===== config.mk =====
export PLATFORM = sky130hd
export DESIGN_NAME = am_tick_timer_flat
export DESIGN_NICKNAME = d
export VERILOG_FILES = /design/src/rtl/am_tick_timer_pkg.sv /design/src/rtl/am_tick_timer_if.sv /design/src/rtl/am_tick_dncnt.sv /design/src/rtl/am_tick_timer.sv /design/src/flat_wrapper.sv
export SDC_FILE = /design/constraint.sdc
export NUM_CORES = 1
export LEC_CHECK = 0
export ABC_AREA = 1
export BUFFER_PORTS_ARGS = -buffer_cell sky130_fd_sc_hd__clkbuf_2
export CAP_MARGIN = 15
export CORE_UTILIZATION = 38
export CTS_BUF_LIST = sky130_fd_sc_hd__clkbuf_8
export DETAILED_ROUTE_END_ITERATION = 12
export PLACE_DENSITY_LB_ADDON = 0.15
export SLEW_MARGIN = 20
export SYNTH_ARGS = -nofsm -noshare
export SYNTH_HDL_FRONTEND = slang
export SYNTH_SLANG_ARGS = --single-unit
export TNS_END_PERCENT = 50

===== constraint.sdc =====
create_clock -name cp -period 1.76 [get_ports cp]
set_input_delay 0.352 -clock cp [delete_from_list [all_inputs] [get_ports cp]]
set_output_delay 0.352 -clock cp [all_outputs]
set_load 0.02 [all_outputs]

===== src/rtl/am_tick_timer_pkg.sv =====
// rtl/am_tick_timer_pkg.sv - shared state and mode constants for the tick timer
package am_tick_timer_pkg;

   typedef enum logic {
      ST_IDLE = 1'b0,
      ST_RUN  = 1'b1
   } state_t;

   localparam logic MODE_ONESHOT  = 1'b0;
   localparam logic MODE_PERIODIC = 1'b1;

endpackage


===== src/rtl/am_tick_timer_if.sv =====
// rtl/am_tick_timer_if.sv - host control/status bundle of the tick timer
interface am_tick_timer_if #(parameter int WIDTH = 8);

   logic [WIDTH-1:0] din;
   logic             wr_period_;
   logic             start_;
   logic             stop_;
   logic             mode;
   logic             ack_;
   logic [WIDTH-1:0] q;
   logic             irq;
   logic             ovr;
   logic             busy;

   modport master (
      output din, wr_period_, start_, stop_, mode, ack_,
      input  q, irq, ovr, busy
   );

   modport slave (
      input  din, wr_period_, start_, stop_, mode, ack_,
      output q, irq, ovr, busy
   );

endinterface


===== src/rtl/am_tick_dncnt.sv =====
// rtl/am_tick_dncnt.sv - loadable down-counter with a q==1 flag
module am_tick_dncnt #(
   parameter int WIDTH = 8
) (
   input  logic             cp,
   input  logic             ld,
   input  logic             en,
   input  logic [WIDTH-1:0] d,
   output logic [WIDTH-1:0] q,
   output logic             one
);

   // Load wins over enable; the parent clears the count by loading zero.
   always_ff @(posedge cp) begin
      if (ld) begin
         q <= d;
      end else if (en) begin
         q <= q - WIDTH'(1);
      end
   end

   assign one = (q == WIDTH'(1));

endmodule


===== src/rtl/am_tick_timer.sv =====
// rtl/am_tick_timer.sv - reloadable interval timer driven by a prescaler carry tick
module am_tick_timer
   import am_tick_timer_pkg::*;
#(
   parameter int WIDTH = 8
) (
   input  logic          cp,
   input  logic          clr_,
   input  logic          tick,
   am_tick_timer_if.slave bus
);

   state_t           state, state_n;
   logic [WIDTH-1:0] per, per_n;
   logic             mode_lat, mode_n;
   logic             irq, irq_n;
   logic             ovr, ovr_n;
   logic             expire;
   logic             cnt_ld;
   logic             cnt_en;
   logic [WIDTH-1:0] cnt_d;
   logic [WIDTH-1:0] cnt_q;
   logic             cnt_one;

   am_tick_dncnt #(.WIDTH(WIDTH)) u_cnt (
      .cp  (cp),
      .ld  (cnt_ld),
      .en  (cnt_en),
      .d   (cnt_d),
      .q   (cnt_q),
      .one (cnt_one)
   );

   always_comb begin
      state_n = state;
      per_n   = per;
      mode_n  = mode_lat;
      irq_n   = irq;
      ovr_n   = ovr;
      expire  = 1'b0;
      cnt_ld  = 1'b0;
      cnt_en  = 1'b0;
      cnt_d   = per;

      // A period write only lands in per; start and reload read the old value.
      if (!bus.wr_period_) begin
         per_n = bus.din;
      end

      if (!clr_) begin
         cnt_ld = 1'b1;
         cnt_d  = '0;
      end else begin
         if (!bus.stop_) begin
            state_n = ST_IDLE;
            cnt_ld  = 1'b1;
            cnt_d   = '0;
         end else if (!bus.start_) begin
            cnt_ld = 1'b1;
            cnt_d  = per;
            if (per == '0) begin
               state_n = ST_IDLE;
            end else begin
               state_n = ST_RUN;
               mode_n  = bus.mode;
            end
         end else if (state == ST_RUN && tick) begin
            if (cnt_one) begin
               expire = 1'b1;
               cnt_ld = 1'b1;
               if (mode_lat == MODE_PERIODIC && per != '0) begin
                  cnt_d = per;
               end else begin
                  cnt_d   = '0;
                  state_n = ST_IDLE;
               end
            end else begin
               cnt_en = 1'b1;
            end
         end

         // An ack on the expiry edge retires the old interrupt, not the new one.
         if (expire) begin
            irq_n = 1'b1;
            ovr_n = bus.ack_ ? (ovr | irq) : 1'b0;
         end else if (!bus.ack_) begin
            irq_n = 1'b0;
            ovr_n = 1'b0;
         end
      end
   end

   always_ff @(posedge cp) begin
      if (!clr_) begin
         state    <= ST_IDLE;
         per      <= '0;
         mode_lat <= MODE_ONESHOT;
         irq      <= 1'b0;
         ovr      <= 1'b0;
      end else begin
         state    <= state_n;
         per      <= per_n;
         mode_lat <= mode_n;
         irq      <= irq_n;
         ovr      <= ovr_n;
      end
   end

   assign bus.q    = cnt_q;
   assign bus.irq  = irq;
   assign bus.ovr  = ovr;
   assign bus.busy = (state == ST_RUN);

endmodule


===== src/flat_wrapper.sv =====
// flat-port wrapper written by rule: the top's interface ports become plain ports
module am_tick_timer_flat import am_tick_timer_pkg::*;
#(
   parameter int WIDTH = 8
)
  (cp, clr_, tick, bus_din, bus_wr_period_, bus_start_, bus_stop_, bus_mode, bus_ack_, bus_q, bus_irq, bus_ovr, bus_busy);
  am_tick_timer_if #(.WIDTH(WIDTH)) bus_i ();
  input  logic cp;
  input  logic clr_;
  input  logic tick;
  input wire logic [$bits(bus_i.din)-1:0] bus_din;
  input wire logic [$bits(bus_i.wr_period_)-1:0] bus_wr_period_;
  input wire logic [$bits(bus_i.start_)-1:0] bus_start_;
  input wire logic [$bits(bus_i.stop_)-1:0] bus_stop_;
  input wire logic [$bits(bus_i.mode)-1:0] bus_mode;
  input wire logic [$bits(bus_i.ack_)-1:0] bus_ack_;
  output wire logic [$bits(bus_i.q)-1:0] bus_q;
  output wire logic [$bits(bus_i.irq)-1:0] bus_irq;
  output wire logic [$bits(bus_i.ovr)-1:0] bus_ovr;
  output wire logic [$bits(bus_i.busy)-1:0] bus_busy;
  assign bus_i.din = bus_din;
  assign bus_i.wr_period_ = bus_wr_period_;
  assign bus_i.start_ = bus_start_;
  assign bus_i.stop_ = bus_stop_;
  assign bus_i.mode = bus_mode;
  assign bus_i.ack_ = bus_ack_;
  assign bus_q = bus_i.q;
  assign bus_irq = bus_i.irq;
  assign bus_ovr = bus_i.ovr;
  assign bus_busy = bus_i.busy;
  am_tick_timer #(.WIDTH(WIDTH)) u_core (.cp(cp), .clr_(clr_), .tick(tick), .bus(bus_i));
endmodule

==> results of run 1 <==
## cells by family after synthesis
| family | share of synthesized area (%) |
|---|---|
| compound gates | 10.6 |
| xor+xnor | 4.79 |
| fa+ha+maj | 2.28 |
| buf+inv | 6.51 |
| flops | 43.8 |
| simple gates | 32.0 |
## per-stage QoR
| stage | cell area (sq um) | std cells | hold slack (ns) |
|---|---|---|---|
| after CTS | 1310 | 197 | 0.303 |
| final | 1310 | 197 | 0.310 |
| after detailed placement | 1260 | 193 | 0.460 |
| after floorplan | 1100 | 138 | 0.444 |
| after global placement | 1260 | 193 | 0.448 |
| after global routing | 1310 | 197 | 0.322 |
## cells in the final DEF, fill, tap and decap left out
cell,instances
a21oi_1,9
clkbuf_2,26
clkbuf_8,4
dfxtp_1,12
edfxtp_1,8
ha_1,2
inv_1,12
inv_2,5
nand2_1,28
nand2_2,1
nand3_1,13
nand3_2,1
nand3_4,1
nand3b_4,1
nand4_1,3
nor2_1,18
nor2_2,1
nor2_4,3
o21ai_0,8
o21ai_1,3
o21ai_4,1
xnor2_1,2
xor2_1,4
## registers in the layout, summed over array words and instances, names as in the netlist
register / flops
u_core.bus.ovr: 1
u_core.per: 8
u_core.bus.irq: 1
u_core.u_cnt.q: 8
u_core.bus.busy: 1
u_core.mode_lat: 1
## area by class of cell
type	count	share of cell area [%]
clock buffer	4	4.19
multi-input combinational	99	41.5
tap	31	2.96
inverter	17	4.86
sequential	20	36.6
timing repair buffer	26	9.91
## final timing paths
path,start,to,slack (ns),cells after the start
setup / recovery,u_core.u_cnt.q[1]$_DFFE_PP_,u_core.u_cnt.q[2]$_DFFE_PP_,0.20,7
hold / removal,bus_mode,u_core.mode_lat$_SDFFE_PN0P_,0.31,3
setup reg to reg,u_core.u_cnt.q[1]$_DFFE_PP_,u_core.u_cnt.q[2]$_DFFE_PP_,0.20,7
hold reg to reg,u_core.bus.ovr$_SDFFE_PN0P_,u_core.bus.ovr$_SDFFE_PN0P_,0.47,2
## power by group through the flow
stage          Combinational [mW]  Sequential (mW)  Clock [mW]
4_1_cts                     0.245            0.546       0.368
3_3_place_gp                0.242            0.555           0
3_5_place_dp                0.242            0.557           0
2_1_floorplan               0.151            0.575           0
6_report                    0.242            0.546       0.353
5_1_grt                     0.272            0.552       0.378
## metal layers
metal  share of wire, %  GRT usage (%)  routed length (microns)
met1                 48           19.5                     1060
met2                 46           27.2                     1030
met3                3.1           2.33                       68
met4                2.6           9.64                       58
met5                  0              0                        0
## critical path, stage by stage, from the launching register on
cell	delay, ns
edfxtp_1	0.42
inv_1	0.10
ha_1	0.19
nand3b_4	0.11
o21ai_4	0.27
nor2_4	0.10
nand2_1	0.08
nand2_1	0.05
==> impl_metrics.tcl, run 1 <==
set metrics [dict create \
    status "finished clean" \
    core_sq_um 2730 \
    dp_slack_ns 0.203 \
    antenna_found_initial 0 \
    multi_input_area_sq_um 544 \
    vias 947 \
    yosysTopAreaCell "dfxtp_1" \
    port_buffers 26 \
    switching_power_uw 334 \
    overflow 0 \
    synth_top_flop_cell "dfxtp_1" \
    synth_area_sq_um 1100 \
    clock_path_buffers 2 \
    gp_congestion 0.777 \
    drt-vias-per-instance 4.81 \
    cts_tree "done" \
    wl_per_cell_microns 11.2 \
    synthTopCellsByCount "nand2_1 (28), nor2_1 (18), nand3_1 (13), dfxtp_1 (12), inv_1 (12)" \
    startpoint_type "register" \
    syn_nets 156 \
    synth.top_cell.area_share_pct 21.9 \
    clk_latency_ns 0.26 \
    setup_viol 0 \
    numCtsBuffers 3 \
    pin_count 27 \
    grt_setup_unrepaired "false" \
    leakagePower_nw 0.619 \
    power.density_nw_per_um2 869 \
    worstPathRequired_ns 1.78 \
    grt_pass1_vias 927 \
    die_h_microns 55.7 \
    clk_pin_slew_ns 0.07 \
    fmax_mhz 640 \
    seqPwrFrac_pct 47.9 \
    grtUsageTotal_pct 16.1 \
    ys_types 22 \
    p_int_uw 806 \
    place_hpwl_microns 1780 \
    cts_hold_buf 0 \
    drive_above_1_share_pct 26.5 \
    hold_viol 0 \
    rows 19 \
    cp.arrival_ns 1.59 \
    ys_ff_latch 20 \
    swShare_pct 29.3 \
    relSlewSlack_pct 70.1 \
    critPathKind "register to register" \
    synth.area.top_cells "dfxtp_1 (22%), edfxtp_1 (22%), nand2_1 (9.6%)" \
    post-cts-setup-buffer-count 0 \
    drtPass1Iterations 4 \
    die_w_microns 55.7 \
    maxSlewViolCount 0 \
    cts.sinks 20 \
    grt_max_degree 17 \
    min_period_ns 1.56 \
    ys_seq_area_share_pct 43.8 \
    cp-end-kind "register" \
    drt_iter0_markers 37 \
    postRouteAntennaNets 0 \
    cts_repair_resize_count 0 \
    p_total_mw 1.14 \
    tightest_slew_ns 0.447 \
    vdd_drop_max_mv 0.566 \
    grt_pass1_wl_microns 3880 \
    fin_crit_sh_pct 88.8 \
    post-route-util_pct 48.0 \
    fin_ws_ns 0.197 \
    hold_class "input port to register" \
    cap_violations 0 \
    syn_inst 138 \
    yosys_warnings 0 \
    yosysMostFrequentCell "nand2_1" \
    avgSynthCellArea_sq_um 7.94 \
    p_clk_share_pct 31.0 \
    setup_tns_ns 0 \
    synth-edff-count 8 \
    crit_fanout 9 \
    seq_area_sq_um 480 \
    start_util_pct 40.1 \
    cts-root-buf "clkbuf_8" \
    nets 185 \
    areaGrowthSynthToFinish_pct 19.7 \
    pwr-share-comb_pct 21.2 \
    cts_htree_levels 1 \
    drc_errors 0 \
    nFillCells 292 \
    diodes 0 \
    wirelength_microns 2210 \
    finalClockSkew_ns 0.00139 \
    die_area_sq_um 3100 \
    ys_async_sr_fraction_pct 0 \
]
Power figures use the tool's default switching activity.
==> inputs of run 2 (changes only) <==
Settings changed: RECOVER_POWER set to 50.
Clock period 1.76 ns to 1.6 ns, I/O delays scaled along.
==> run 2 against run 1 <==
  * Register-to-register slack got worse by 0.12 ns
  * Clock-buffer cell count decreased by 1
  * Maximum frequency is 2.9% higher
  * Global-route usage decreased by 0.21 points
  * Critical path depth stayed put
==> impl_metrics.tcl, run 2 (synthesized netlist as in run 1, its figures left out) <==
set metrics [dict create \
    wl_met1_microns 1080 \
    finalClockSkew_ns 0.00544 \
    postRouteAntennaNets 0 \
    cp-end-kind "register" \
    core_sq_um 2730 \
    reg.largest.list "u_core.per (8), u_core.u_cnt.q (8)" \
    cts_hold_buf 0 \
    grt_max_degree 17 \
    cts_tree "done" \
    drc_errors 0 \
    die_area_sq_um 3100 \
    drt-vias-per-instance 4.77 \
    mostFrequentLayoutCell "nand2_1" \
    min_path_cells 3 \
    nFillCells 284 \
    start_util_pct 40.1 \
    multi_input_area_sq_um 574 \
    wl_met3_microns 86 \
    grtUsageTotal_pct 15.9 \
    areaGrowthSynthToFinish_pct 26.3 \
    dr.max_layer_used "met4" \
    relSlewSlack_pct 65.8 \
    crit_fanout 8 \
    power.density_nw_per_um2 879 \
    cp.arrival_ns 1.54 \
    wirelength_microns 2310 \
    cts_htree_levels 1 \
    cap_violations 0 \
    antenna_found_initial 0 \
    fmax_mhz 659 \
    leakagePower_nw 0.642 \
    maxSlewViolCount 0 \
    port_buffers 26 \
    clk_pin_slew_ns 0.07 \
    numCtsBuffers 3 \
    pin_count 27 \
    nets 193 \
    setup_tns_ns 0 \
    min_period_ns 1.52 \
    tightest_slew_ns 0.513 \
    setup_viol 0 \
    vdd_drop_max_mv 0.609 \
    final_cell_mix "nand2_1 (28), clkbuf_2 (22), nor2_1 (18), inv_1 (12), dfxtp_1 (12)" \
    startpoint_type "register" \
    seq_area_sq_um 480 \
    drt_iter0_markers 37 \
    gp_congestion 0.813 \
    clk_latency_ns 0.26 \
    cts.sinks 20 \
    dr_wl_met2_microns 1100 \
    hold_viol 0 \
    overflow 0 \
    cts-root-buf "clkbuf_8" \
    dp_slack_ns 0.0829 \
    fin_crit_sh_pct 94.9 \
    hold_class "input port to register" \
    die_h_microns 55.7 \
    status "finished clean" \
    grt_pass1_vias 916 \
    grt_pass1_wl_microns 3880 \
    worstPathRequired_ns 1.62 \
    grt_setup_unrepaired "false" \
    vias 977 \
    drive_above_1_share_pct 28.7 \
    diodes 0 \
    drtPass1Iterations 4 \
    rows 19 \
    wl_per_cell_microns 11.3 \
    clock_path_buffers 2 \
    critPathKind "register to register" \
    place_hpwl_microns 1740 \
    fin_ws_ns 0.0816 \
    reg2reg_depth 7 \
    die_w_microns 55.7 \
]
## run 2: layout make-up
cell class,count,area share (%)
multi-input cells,99,41.5
flip-flops and latches,20,34.7
repair buffers,34,13.1
inverters,17,4.61
clock buffers,3,2.98
well taps,31,2.80
clock inverters,1,0.271
## run 2: path summary, 6_finish.rpt
kind	from	slack, ns	to
worst max-delay path	u_core.u_cnt.q[1]$_DFFE_PP_	0.08	u_core.u_cnt.q[3]$_DFFE_PP_
worst min-delay path	bus_mode	0.28	u_core.mode_lat$_SDFFE_PN0P_
worst max register to register	u_core.u_cnt.q[1]$_DFFE_PP_	0.08	u_core.u_cnt.q[3]$_DFFE_PP_
worst min register to register	u_core.bus.ovr$_SDFFE_PN0P_	0.47	u_core.bus.ovr$_SDFFE_PN0P_
## run 2: per-layer routing
metal | global-route usage (%) | vias up
met4 | 7.50 | 0
met5 | 0 | -
met1 | 19.3 | 426
met3 | 2.79 | 5
li1 | - | 524
met2 | 27.4 | 22
## run 2: repair_timing
item / 4_1_cts / 5_1_grt
buffers inserted: 0 / 5
resized for setup: 0 / 6
endpoints found under the setup margin: 0 / 8
## run 2: power breakdown
group	switching, mW	leakage (nW)	internal (mW)
combinational	0.173	0.423	0.110
sequential	0.0309	0.192	0.570
clock	0.162	0.0269	0.171
## run 2: worst max-delay path, cell delays in order, from the launching register on
cell and delay, ns:
edfxtp_1 0.43, inv_2 0.11, ha_4 0.14, nand3b_4 0.10, o21ai_4 0.26, nor2_4 0.10
nand2_1 0.09, nand2_1 0.05
## run 2: through the flow
step	utilization (%)	power [mW]	hold WS (ns)	instances	cell area, sq um
floorplan	-	0.799	0.444	138	1100
global placement	46.8	0.880	0.448	196	1280
detailed placement	46.8	0.883	0.466	196	1280
CTS	48.5	1.22	0.288	200	1330
global route	50.6	1.29	0.315	205	1380
finish	50.6	1.22	0.284	205	1380
